**src/rtl/cpu_pkg.sv**
```systemverilog
// Shared encodings for the multi-cycle CPU: execute resolution kinds,
// branch conditions, flag bit positions and the fetch sequencer FSM states.
package cpu_pkg;

    // Resolution kinds presented by execute (6/7 fall back to sequential)
    localparam logic [2:0] RES_SEQ    = 3'd0;
    localparam logic [2:0] RES_JUMP   = 3'd1;
    localparam logic [2:0] RES_BRANCH = 3'd2;
    localparam logic [2:0] RES_CALL   = 3'd3;
    localparam logic [2:0] RES_RET    = 3'd4;
    localparam logic [2:0] RES_HALT   = 3'd5;

    // Branch conditions
    localparam logic [2:0] COND_Z      = 3'd0;
    localparam logic [2:0] COND_NZ     = 3'd1;
    localparam logic [2:0] COND_C      = 3'd2;
    localparam logic [2:0] COND_NC     = 3'd3;
    localparam logic [2:0] COND_S      = 3'd4;
    localparam logic [2:0] COND_NS     = 3'd5;
    localparam logic [2:0] COND_ALWAYS = 3'd6;
    localparam logic [2:0] COND_NEVER  = 3'd7;

    // Bit positions inside flags = {carry, zero, sign}
    localparam int FLAG_CARRY = 2;
    localparam int FLAG_ZERO  = 1;
    localparam int FLAG_SIGN  = 0;

    typedef enum logic [2:0] {
        ST_IDLE  = 3'd0,
        ST_FETCH = 3'd1,
        ST_ISSUE = 3'd2,
        ST_EXEC  = 3'd3,
        ST_HALT  = 3'd4
    } fsm_state_t;

    // True when the branch condition holds for the given flags
    function automatic logic cond_met(input logic [2:0] cond, input logic [2:0] flags);
        logic r;
        case (cond)
            COND_Z:      r = flags[FLAG_ZERO];
            COND_NZ:     r = !flags[FLAG_ZERO];
            COND_C:      r = flags[FLAG_CARRY];
            COND_NC:     r = !flags[FLAG_CARRY];
            COND_S:      r = flags[FLAG_SIGN];
            COND_NS:     r = !flags[FLAG_SIGN];
            COND_ALWAYS: r = 1'b1;
            default:     r = 1'b0;
        endcase
        return r;
    endfunction

endpackage

```
**src/rtl/pc_fetch_sequencer_if.sv**
```systemverilog
// Bus bundle between the fetch sequencer, instruction memory, decode and
// execute. master = sequencer side, slave = memory/decode/execute side.
interface pc_fetch_sequencer_if #(
    parameter int ADDR_W  = 32,
    parameter int INSTR_W = 32
);
    // instruction memory handshake
    logic               imem_req;
    logic [ADDR_W-1:0]  imem_addr;
    logic               imem_valid;
    logic [INSTR_W-1:0] imem_data;
    // decode handshake
    logic [INSTR_W-1:0] instr;
    logic               instr_valid;
    logic               instr_ready;
    // execute resolution
    logic               res_valid;
    logic [2:0]         res_kind;
    logic [2:0]         res_cond;
    logic [ADDR_W-1:0]  res_target;
    logic [2:0]         flags;

    modport master (
        output imem_req, imem_addr, instr, instr_valid,
        input  imem_valid, imem_data, instr_ready,
        input  res_valid, res_kind, res_cond, res_target, flags
    );

    modport slave (
        input  imem_req, imem_addr, instr, instr_valid,
        output imem_valid, imem_data, instr_ready,
        output res_valid, res_kind, res_cond, res_target, flags
    );
endinterface

```
**src/rtl/ret_addr_stack.sv**
```systemverilog
// Return-address LIFO. Pointer addresses the next free slot; count tracks
// occupancy so full/empty are unambiguous at STACK_DEPTH entries.
module ret_addr_stack #(
    parameter int ADDR_W      = 32,
    parameter int STACK_DEPTH = 8
) (
    input  logic              clk,
    input  logic              reset,
    input  logic              push,
    input  logic              pop,
    input  logic [ADDR_W-1:0] push_data,
    output logic [ADDR_W-1:0] top,
    output logic              full,
    output logic              empty
);
    localparam int PTR_W = $clog2(STACK_DEPTH);
    localparam int CNT_W = PTR_W + 1;

    logic [ADDR_W-1:0] mem [STACK_DEPTH];
    logic [PTR_W-1:0]  ptr_q;
    logic [CNT_W-1:0]  cnt_q;

    assign full  = (cnt_q == CNT_W'(STACK_DEPTH));
    assign empty = (cnt_q == '0);
    assign top   = mem[ptr_q - PTR_W'(1)];

    // Pointer/occupancy update; the caller never asks to push full or pop empty
    always_ff @(posedge clk) begin
        if (!reset) begin
            ptr_q <= '0;
            cnt_q <= '0;
        end else if (push && !full) begin
            ptr_q <= ptr_q + PTR_W'(1);
            cnt_q <= cnt_q + CNT_W'(1);
        end else if (pop && !empty) begin
            ptr_q <= ptr_q - PTR_W'(1);
            cnt_q <= cnt_q - CNT_W'(1);
        end
    end

    // Storage write; contents need no reset since occupancy gates reads
    always_ff @(posedge clk) begin
        if (push && !full)
            mem[ptr_q] <= push_data;
    end
endmodule

```
**src/rtl/pc_fetch_sequencer.sv**
```systemverilog
// Program counter owner for the multi-cycle CPU: fetches one instruction,
// hands it to decode, waits for execute to resolve the next PC, repeats.
module pc_fetch_sequencer
    import cpu_pkg::*;
#(
    parameter int              ADDR_W       = 32,
    parameter int              INSTR_W      = 32,
    parameter int              STACK_DEPTH  = 8,
    parameter logic [ADDR_W-1:0] RESET_VECTOR = '0
) (
    input  logic               clk,
    input  logic               reset,
    input  logic               haltext,
    pc_fetch_sequencer_if.master bus,
    output logic [ADDR_W-1:0]  pc,
    output logic               halted,
    output logic               err_overflow,
    output logic               err_underflow
);
    fsm_state_t         state_q, state_d;
    logic [ADDR_W-1:0]  pc_q, pc_seq, pc_next;
    logic [INSTR_W-1:0] instr_q;
    logic               hard_halt_q;   // halt that only reset can leave
    logic               resolve;
    logic               fatal;
    logic               set_ovf, set_unf;
    logic               push, pop;
    logic [ADDR_W-1:0]  stk_top;
    logic               stk_full, stk_empty;

    assign resolve = (state_q == ST_EXEC) && bus.res_valid;

    ret_addr_stack #(
        .ADDR_W      (ADDR_W),
        .STACK_DEPTH (STACK_DEPTH)
    ) u_ras (
        .clk       (clk),
        .reset     (reset),
        .push      (push),
        .pop       (pop),
        .push_data (pc_seq),
        .top       (stk_top),
        .full      (stk_full),
        .empty     (stk_empty)
    );

    // Next-PC resolution and stack control for the instruction in EXEC
    always_comb begin
        pc_seq  = pc_q + ADDR_W'(4);
        pc_next = pc_seq;
        push    = 1'b0;
        pop     = 1'b0;
        set_ovf = 1'b0;
        set_unf = 1'b0;
        fatal   = 1'b0;
        case (bus.res_kind)
            RES_JUMP:   pc_next = bus.res_target;
            RES_BRANCH: pc_next = cond_met(bus.res_cond, bus.flags) ? bus.res_target : pc_seq;
            RES_CALL: begin
                if (stk_full) begin
                    pc_next = pc_q;
                    set_ovf = 1'b1;
                    fatal   = 1'b1;
                end else begin
                    push    = resolve;
                    pc_next = bus.res_target;
                end
            end
            RES_RET: begin
                if (stk_empty) begin
                    pc_next = pc_q;
                    set_unf = 1'b1;
                    fatal   = 1'b1;
                end else begin
                    pop     = resolve;
                    pc_next = stk_top;
                end
            end
            RES_HALT: begin
                pc_next = pc_q;
                fatal   = 1'b1;
            end
            default: pc_next = pc_seq;
        endcase
    end

    // State register
    always_ff @(posedge clk) begin
        if (!reset) state_q <= ST_IDLE;
        else        state_q <= state_d;
    end

    // Next-state logic; haltext only matters at instruction boundaries
    always_comb begin
        state_d = state_q;
        case (state_q)
            ST_IDLE:  state_d = haltext ? ST_HALT : ST_FETCH;
            ST_FETCH: if (bus.imem_valid) state_d = ST_ISSUE;
            ST_ISSUE: if (bus.instr_ready) state_d = ST_EXEC;
            ST_EXEC: begin
                if (bus.res_valid) begin
                    if (fatal || haltext) state_d = ST_HALT;
                    else                  state_d = ST_FETCH;
                end
            end
            ST_HALT:  if (!hard_halt_q && !haltext) state_d = ST_FETCH;
            default:  state_d = ST_IDLE;
        endcase
    end

    // Moore outputs decoded from the current state
    always_comb begin
        bus.imem_req    = (state_q == ST_FETCH);
        bus.instr_valid = (state_q == ST_ISSUE);
        bus.imem_addr   = pc_q;
        bus.instr       = instr_q;
        halted          = (state_q == ST_HALT);
        pc              = pc_q;
    end

    // PC, instruction capture and sticky error/halt flags
    always_ff @(posedge clk) begin
        if (!reset) begin
            pc_q          <= RESET_VECTOR;
            instr_q       <= '0;
            err_overflow  <= 1'b0;
            err_underflow <= 1'b0;
            hard_halt_q   <= 1'b0;
        end else begin
            if (state_q == ST_FETCH && bus.imem_valid)
                instr_q <= bus.imem_data;
            if (resolve) begin
                pc_q <= pc_next;
                if (set_ovf) err_overflow  <= 1'b1;
                if (set_unf) err_underflow <= 1'b1;
                if (fatal)   hard_halt_q   <= 1'b1;
            end
        end
    end
endmodule

```
**src/flat_wrapper.sv**
```systemverilog
// flat-port wrapper written by rule: the top's interface ports become plain ports
module pc_fetch_sequencer_flat import cpu_pkg::*;
#(
    parameter int              ADDR_W       = 32,
    parameter int              INSTR_W      = 32,
    parameter int              STACK_DEPTH  = 8,
    parameter logic [ADDR_W-1:0] RESET_VECTOR = '0
)
  (clk, reset, haltext, pc, halted, err_overflow, err_underflow, bus_imem_req, bus_imem_addr, bus_instr, bus_instr_valid, bus_imem_valid, bus_imem_data, bus_instr_ready, bus_res_valid, bus_res_kind, bus_res_cond, bus_res_target, bus_flags);
  pc_fetch_sequencer_if #(.ADDR_W(ADDR_W), .INSTR_W(INSTR_W)) bus_i ();
  input  logic clk;
  input  logic reset;
  input  logic haltext;
  output logic [ADDR_W-1:0] pc;
  output logic halted;
  output logic err_overflow;
  output logic err_underflow;
  output wire logic [$bits(bus_i.imem_req)-1:0] bus_imem_req;
  output wire logic [$bits(bus_i.imem_addr)-1:0] bus_imem_addr;
  output wire logic [$bits(bus_i.instr)-1:0] bus_instr;
  output wire logic [$bits(bus_i.instr_valid)-1:0] bus_instr_valid;
  input wire logic [$bits(bus_i.imem_valid)-1:0] bus_imem_valid;
  input wire logic [$bits(bus_i.imem_data)-1:0] bus_imem_data;
  input wire logic [$bits(bus_i.instr_ready)-1:0] bus_instr_ready;
  input wire logic [$bits(bus_i.res_valid)-1:0] bus_res_valid;
  input wire logic [$bits(bus_i.res_kind)-1:0] bus_res_kind;
  input wire logic [$bits(bus_i.res_cond)-1:0] bus_res_cond;
  input wire logic [$bits(bus_i.res_target)-1:0] bus_res_target;
  input wire logic [$bits(bus_i.flags)-1:0] bus_flags;
  assign bus_imem_req = bus_i.imem_req;
  assign bus_imem_addr = bus_i.imem_addr;
  assign bus_instr = bus_i.instr;
  assign bus_instr_valid = bus_i.instr_valid;
  assign bus_i.imem_valid = bus_imem_valid;
  assign bus_i.imem_data = bus_imem_data;
  assign bus_i.instr_ready = bus_instr_ready;
  assign bus_i.res_valid = bus_res_valid;
  assign bus_i.res_kind = bus_res_kind;
  assign bus_i.res_cond = bus_res_cond;
  assign bus_i.res_target = bus_res_target;
  assign bus_i.flags = bus_flags;
  pc_fetch_sequencer #(.ADDR_W(ADDR_W), .INSTR_W(INSTR_W), .STACK_DEPTH(STACK_DEPTH), .RESET_VECTOR(RESET_VECTOR)) u_core (.clk(clk), .reset(reset), .haltext(haltext), .bus(bus_i), .pc(pc), .halted(halted), .err_overflow(err_overflow), .err_underflow(err_underflow));
endmodule
```
**config.mk**
```make
export PLATFORM = sky130hd
export DESIGN_NAME = pc_fetch_sequencer_flat
export DESIGN_NICKNAME = d
export VERILOG_FILES = /design/src/rtl/cpu_pkg.sv /design/src/rtl/pc_fetch_sequencer_if.sv /design/src/rtl/ret_addr_stack.sv /design/src/rtl/pc_fetch_sequencer.sv /design/src/flat_wrapper.sv
export SDC_FILE = /design/constraint.sdc
export NUM_CORES = 1
export LEC_CHECK = 0
export BUFFER_PORTS_ARGS = -buffer_cell sky130_fd_sc_hd__buf_2
export CORE_ASPECT_RATIO = 0.6
export CORE_MARGIN = 2
export CORE_UTILIZATION = 59
export DETAILED_ROUTE_END_ITERATION = 6
export PLACE_DENSITY = 0.84
export SLEW_MARGIN = 20
export SYNTH_ARGS = -nofsm -noshare
export SYNTH_HDL_FRONTEND = slang
export SYNTH_HIERARCHICAL = 1
export SYNTH_SLANG_ARGS = --single-unit
```
**constraint.sdc**
```tcl
create_clock -name clk -period 18.35 [get_ports clk]
set_clock_uncertainty 0.1 [all_clocks]
set_input_delay 3.67 -clock clk [delete_from_list [all_inputs] [get_ports clk]]
set_output_delay 3.67 -clock clk [all_outputs]
set_load 0.005 [all_outputs]
```
Word-level counts from Yosys, hierarchy flattened
Memories as Yosys holds them, arrays and structs flattened. Cells that the tools add are included.

Output and inout port bits: 101. Register bits: 77. Memories kept: 1. Word-level logic and storage cells: 87. Memory bits (writable): 256.

Memories: u_core.u_ras.mem (words 8, width 32, read ports 1, clocked after Yosys merged registers in 0, wr ports 1, RTL line ret_addr_stack.sv:19) `logic [ADDR_W-1:0] mem [STACK_DEPTH];`.

Bitwise operators: 1. Add/subtract/negate cells: 5. Equality and inequality tests: 22. Reduce and logical (&&, ||, !) cells: 22. Multiplexer cells: 28.

Operator list (count): one-hot mux 32 bit (5 select lines) (1); 2-to-1 mux 32 bit (3); adder 32 x 3 -> 32 bit (second input constant) (1); 2-to-1 mux 3 bit (8); equality test 3 x 2 -> 1 bit (second input constant) (6); equality test 3 bit (second input constant) (6); one-hot mux 3 bit (5 select lines) (1); 2-to-1 mux 1 bit (11); equality test 3 x 1 -> 1 bit (second input constant) (3); 2-to-1 mux 4 bit (2); AND reduction 4 bit (2); logical NOT 1 bit (7); one-hot mux 1 bit (7 select lines) (1); logical NOT 3 bit (2); != test 2 x 1 -> 1 bit (second input constant) (3); != test 2 bit (second input constant) (3); AND reduction 2 bit (3); logical AND 1 bit (5); adder 4 x 1 -> 4 bit (second input constant) (1); equality test 4 bit (second input constant) (1); logical NOT 4 bit (1); subtractor 4 x 1 -> 4 bit (second input constant) (1); adder 3 x 1 -> 3 bit (second input constant) (1); one-hot mux 1 bit (3 select lines) (1); other kinds (4) (4).

Longest topological paths before layout
Depth in word-level cells: 7. Gate-level depth with buffers: 12.

Cells and area by module
Netlist, hierarchy kept.

Modules (own cells, without submodules): ret_addr_stack (instances 1, cells each 434, area each 10342.4 sq um); pc_fetch_sequencer (instances 1, cells each 539, area each 4083.9 sq um).

Least setup slack after synthesis
No wires, ideal clock.

Path type: input -> register. Start: input port bus_res_valid. End: memory u_core.u_ras.mem[0][0] (enable). Slack: 9706 ps. Data arrival time: 8042 ps. Library setup time: 502 ps. Required time: 17748 ps. Buffers on the path: 1. Stages: 7. Cell sequence: and4b_1 clkbuf_1 nand3_1 nor2_1 a21boi_0 inv_1 nor4_1.

Cells in the longest elaborated chain, start to end: 6.

RTL lines: from (decl) (RTL line flat_wrapper.sv:25) `input wire logic [$bits(bus_i.res_valid)-1:0] bus_res_valid;`; logical AND 1 bit (RTL line pc_fetch_sequencer.sv:31) `assign resolve = (state_q == ST_EXEC) && bus.res_valid;`; 2-to-1 mux 1 bit (RTL line pc_fetch_sequencer.sv:60) `if (stk_full) begin`; 2-to-1 mux 1 bit (RTL line pc_fetch_sequencer.sv:56) `case (bus.res_kind)`; via u_core.push (RTL line pc_fetch_sequencer.sv:27) `logic push, pop;`; logical AND 1 bit (RTL line ret_addr_stack.sv:43) `if (push && !full)`; 2-to-1 mux 1 bit (RTL line ret_addr_stack.sv:43); 2-to-1 mux 1 bit (implied by the code) (RTL line ret_addr_stack.sv:44) `mem[ptr_q] <= push_data;`; to (decl) (RTL line ret_addr_stack.sv:19).

The timed path passes the listed nets, and every way through them passes these cells.

Worst setup path after layout
Start: input port bus_res_valid. End: memory u_core.u_ras.mem[1][23] (enable).

The elaborated chain is that of the path after synthesis.

==> impl_metrics.toml <==
[clocking]
numCtsBuffers = 30
clock_latency_ns = 0.57
cts_setup_buffers = 0
post_cts_resized = 0
htreeDepth = 1
clock_sinks = 333
ctsRootBufferMaster = "clkbuf_16"
cts_tree = "yes"
cts.clk_slew.worst_paths_ns = 0.06
ctsHoldBuffers = 0
clockBufferDepth = 3

[critical_path]
start_kind = "input port"
rr_startpoint = "u_core/state_q[0]"
path_cells = "buf_2 > and4b_1 > nand3_1 > nor2_1 > a21boi_0 > inv_1 > nor3_2 > buf_4"
end_kind = "flop"
crit_type = "input port to flop"
rr_endpoint = "u_core/u_ras/mem[1][23]"
cp.required_ns = 18.47
r2r_slack_ns = 14.15
ff2ff_path_depth = 7
worst-path-max-fanout = 22
cp.arrival_ns = 6.91
slowest_delay_ns = 0.93
slowest_stage = "nor3_2"

[synthesis]
yosysMostFrequentCell = "edfxtp_1"
synth_edf_count = 256
synthTopCellsByCount = "edfxtp_1 (256), nand2_1 (110), dfxtp_1 (77), mux4_1 (54), a21oi_1 (53)"
syn_nets = 1058
synthesis.area_mm2 = 0.0144
synth_area_per_cell_um2 = 14.8
ys_seq_area_share_pct = 64.0
ys_ff_latch = 333
synth_top_cell_by_area = "edfxtp_1"
synth.area.top_cells = "edfxtp_1 (53%), dfxtp_1 (11%), mux4_1 (9.8%)"
synth_cell_types = 63
ys.flop_type = "edfxtp_1"
yosysWarnings = 6
synthArstFlopShare_pct = 0
synthCells = 973
netlist.area_leader.share_pct = 53.3

[power_and_ir_drop]
pwr-share-clk_pct = 41.1
netSwitchingPower_mw = 0.352
share_comb_of_total_power_pct = 6.4
p_sw_share_pct = 22.0
ir_drop_uv = 105
power.internal_mw = 1.24
p_leak_nw = 5.90
p_seq_share_pct = 52.5
powerDensity_mw_per_mm2 = 96.5

[global_route]
grt_pass1_vias = 8872
antenna_found_initial = 0
grt_max_degree = 52
overflow = 0
grt_first_pass_wirelength_um = 53800
groute.usage.overall_pct = 28.0

[worst_hold_path]
holdPathStages = 2
min_delay_worst_endpoint = "u_core/bus.instr[29]"
hp-start = "u_core/bus.instr[29]"
hold_path_class = "flop to flop"

[sta]
slew_violations = 0
setup_viol = 0
max-slew-margin-rel_pct = 27.6
fin_ws_ns = 11.56
hold_viol = 0
tightest_slew_ns = 1.08
rsz0062_at_grt = "no"
period_needed_ns = 6.79
max_freq_ghz = 0.147
period_share_pct = 37.0
tns_ns = 0

[detailed_routing]
wirelength_um = 36000
drcViolationCount = 0
vias = 9373
firstDrtPassIters = 5
antenna_left = 0
drtIter0Drc = 1061
routed_via_density = 6.44
avgRoutedWirePerCell_um = 24.8

[place]
port_buffers = 179
place_congestion = 0.793
pre_cts_ws_ns = 11.09
dp_hpwl_um = 22800
dpl-instance-area_mm2 = 0.0154

[final_layout]
fin_area_mm2 = 0.0165
drive_above_1_share_pct = 28.4
area_growth_syn_to_layout_pct = 14.6
antenna_cells = 0
final_nets = 1194

[floorplan]
die_area_mm2 = 0.0258
placeableCoreArea_mm2 = 0.0241
die_y_um = 125
io_pins = 180
rows = 44
initial_core_util_pct = 59.8
die_w_um = 206

[run_status]
status = "finished, final reports clean"

[run]
maxCapViolations = 0
==> worst max path at each step <==
stage,start,end,slack (ns)
after detailed placement,bus_res_valid,u_core/u_ras/mem[1][13],11.09
final,bus_res_valid,u_core/u_ras/mem[1][23],11.56
after floorplan,bus_res_valid,u_core/u_ras/mem[0][0],9.71
after global routing,bus_res_valid,u_core/u_ras/mem[1][20],11.40
after global placement,bus_res_valid,u_core/u_ras/mem[3][1],11.17
after CTS,bus_res_valid,u_core/u_ras/mem[1][18],11.69
==> cell families (layout without fill, tap and decap cells) <==
logic type / Yosys count / count (layout) / share of synthesized area (%)
AOI/OAI and AO/OA: 150 / 150 / 6.77
adders and majority gates: 6 / 6 / 0.572
buffers and inverters: 105 / 265 / 4.08
and+or+nand+nor: 239 / 239 / 7.87
xor gates and xnor gates: 32 / 32 / 1.94
muxes: 108 / 108 / 14.8
DFF: 333 / 333 / 64.0
==> cell usage in the layout, fill, tap and decap left out, drive strengths merged, types with 13 or more instances in the layout <==
cell and count:
buf 195, dfxtp 77, mux4 64, a221oi 20, nor2 40, a21oi 54, nand4 13, clkbuf 43
nor3 13, inv 14, nand3 20, mux2 36, xnor2 24, a31oi 14, edfxtp 256, nand2 110
o21ai 21
==> state kept, by name (all words and copies together) (netlist names) <==
name / count
u_core/hard_halt_q: 1
u_core/bus.instr: 32
u_core/state_q: 3
u_core/u_ras/cnt_q: 4
u_core/u_ras/mem: 256
u_core/err_underflow: 1
u_core/u_ras/ptr_q: 3
u_core/err_overflow: 1
u_core/bus.imem_addr: 32
==> per-layer routing <==
metal | up-vias | part of all wire, % | track usage, %
met4 | 0 | 2.7 | 8.07
met5 | - | 0 | 0
li1 | 4047 | - | -
met2 | 562 | 44 | 40.1
met1 | 4695 | 42 | 43.2
met3 | 69 | 11 | 6.70
==> final cells by class <==
cell class                      instances  area [um2]
Tap cell                              322         403
Clock inverter                         13         151
Fill cell                            1577        7580
Inverter                               14        52.6
Clock buffer                           43         902
Timing Repair Buffer                  195        1060
Sequential cell                       333        9230
Multi-Input combinational cell        535        4730
==> power groups by stage <==
stage | Clock, mW | Sequential [mW] | Combinational [mW]
after detailed placement | 0 | 0.854 | 0.0989
after global placement | 0 | 0.854 | 0.0951
final | 0.656 | 0.838 | 0.101
after CTS | 0.662 | 0.838 | 0.0997
after global routing | 0.694 | 0.839 | 0.111
after floorplan | 0 | 0.848 | 0.0630
==> worst max-delay path: cells and delay by family <==
family                 cells  cell delay [ns]
buffers and inverters      3             0.92
AND/OR/NAND/NOR            4             1.82
AO/OA/AOI/OAI              1             0.48
==> through the flow <==
step	utilization (%)	power, mW	cells	hold slack, ns
global route	68.6	1.64	1455	0.373
CTS	68.2	1.60	1452	0.352
finish	68.6	1.60	1455	0.355
floorplan	-	0.911	973	0.332
global placement	63.8	0.949	1396	0.338
detailed placement	63.9	0.953	1396	0.343
No activity file was read; power rests on OpenSTA's default activity.
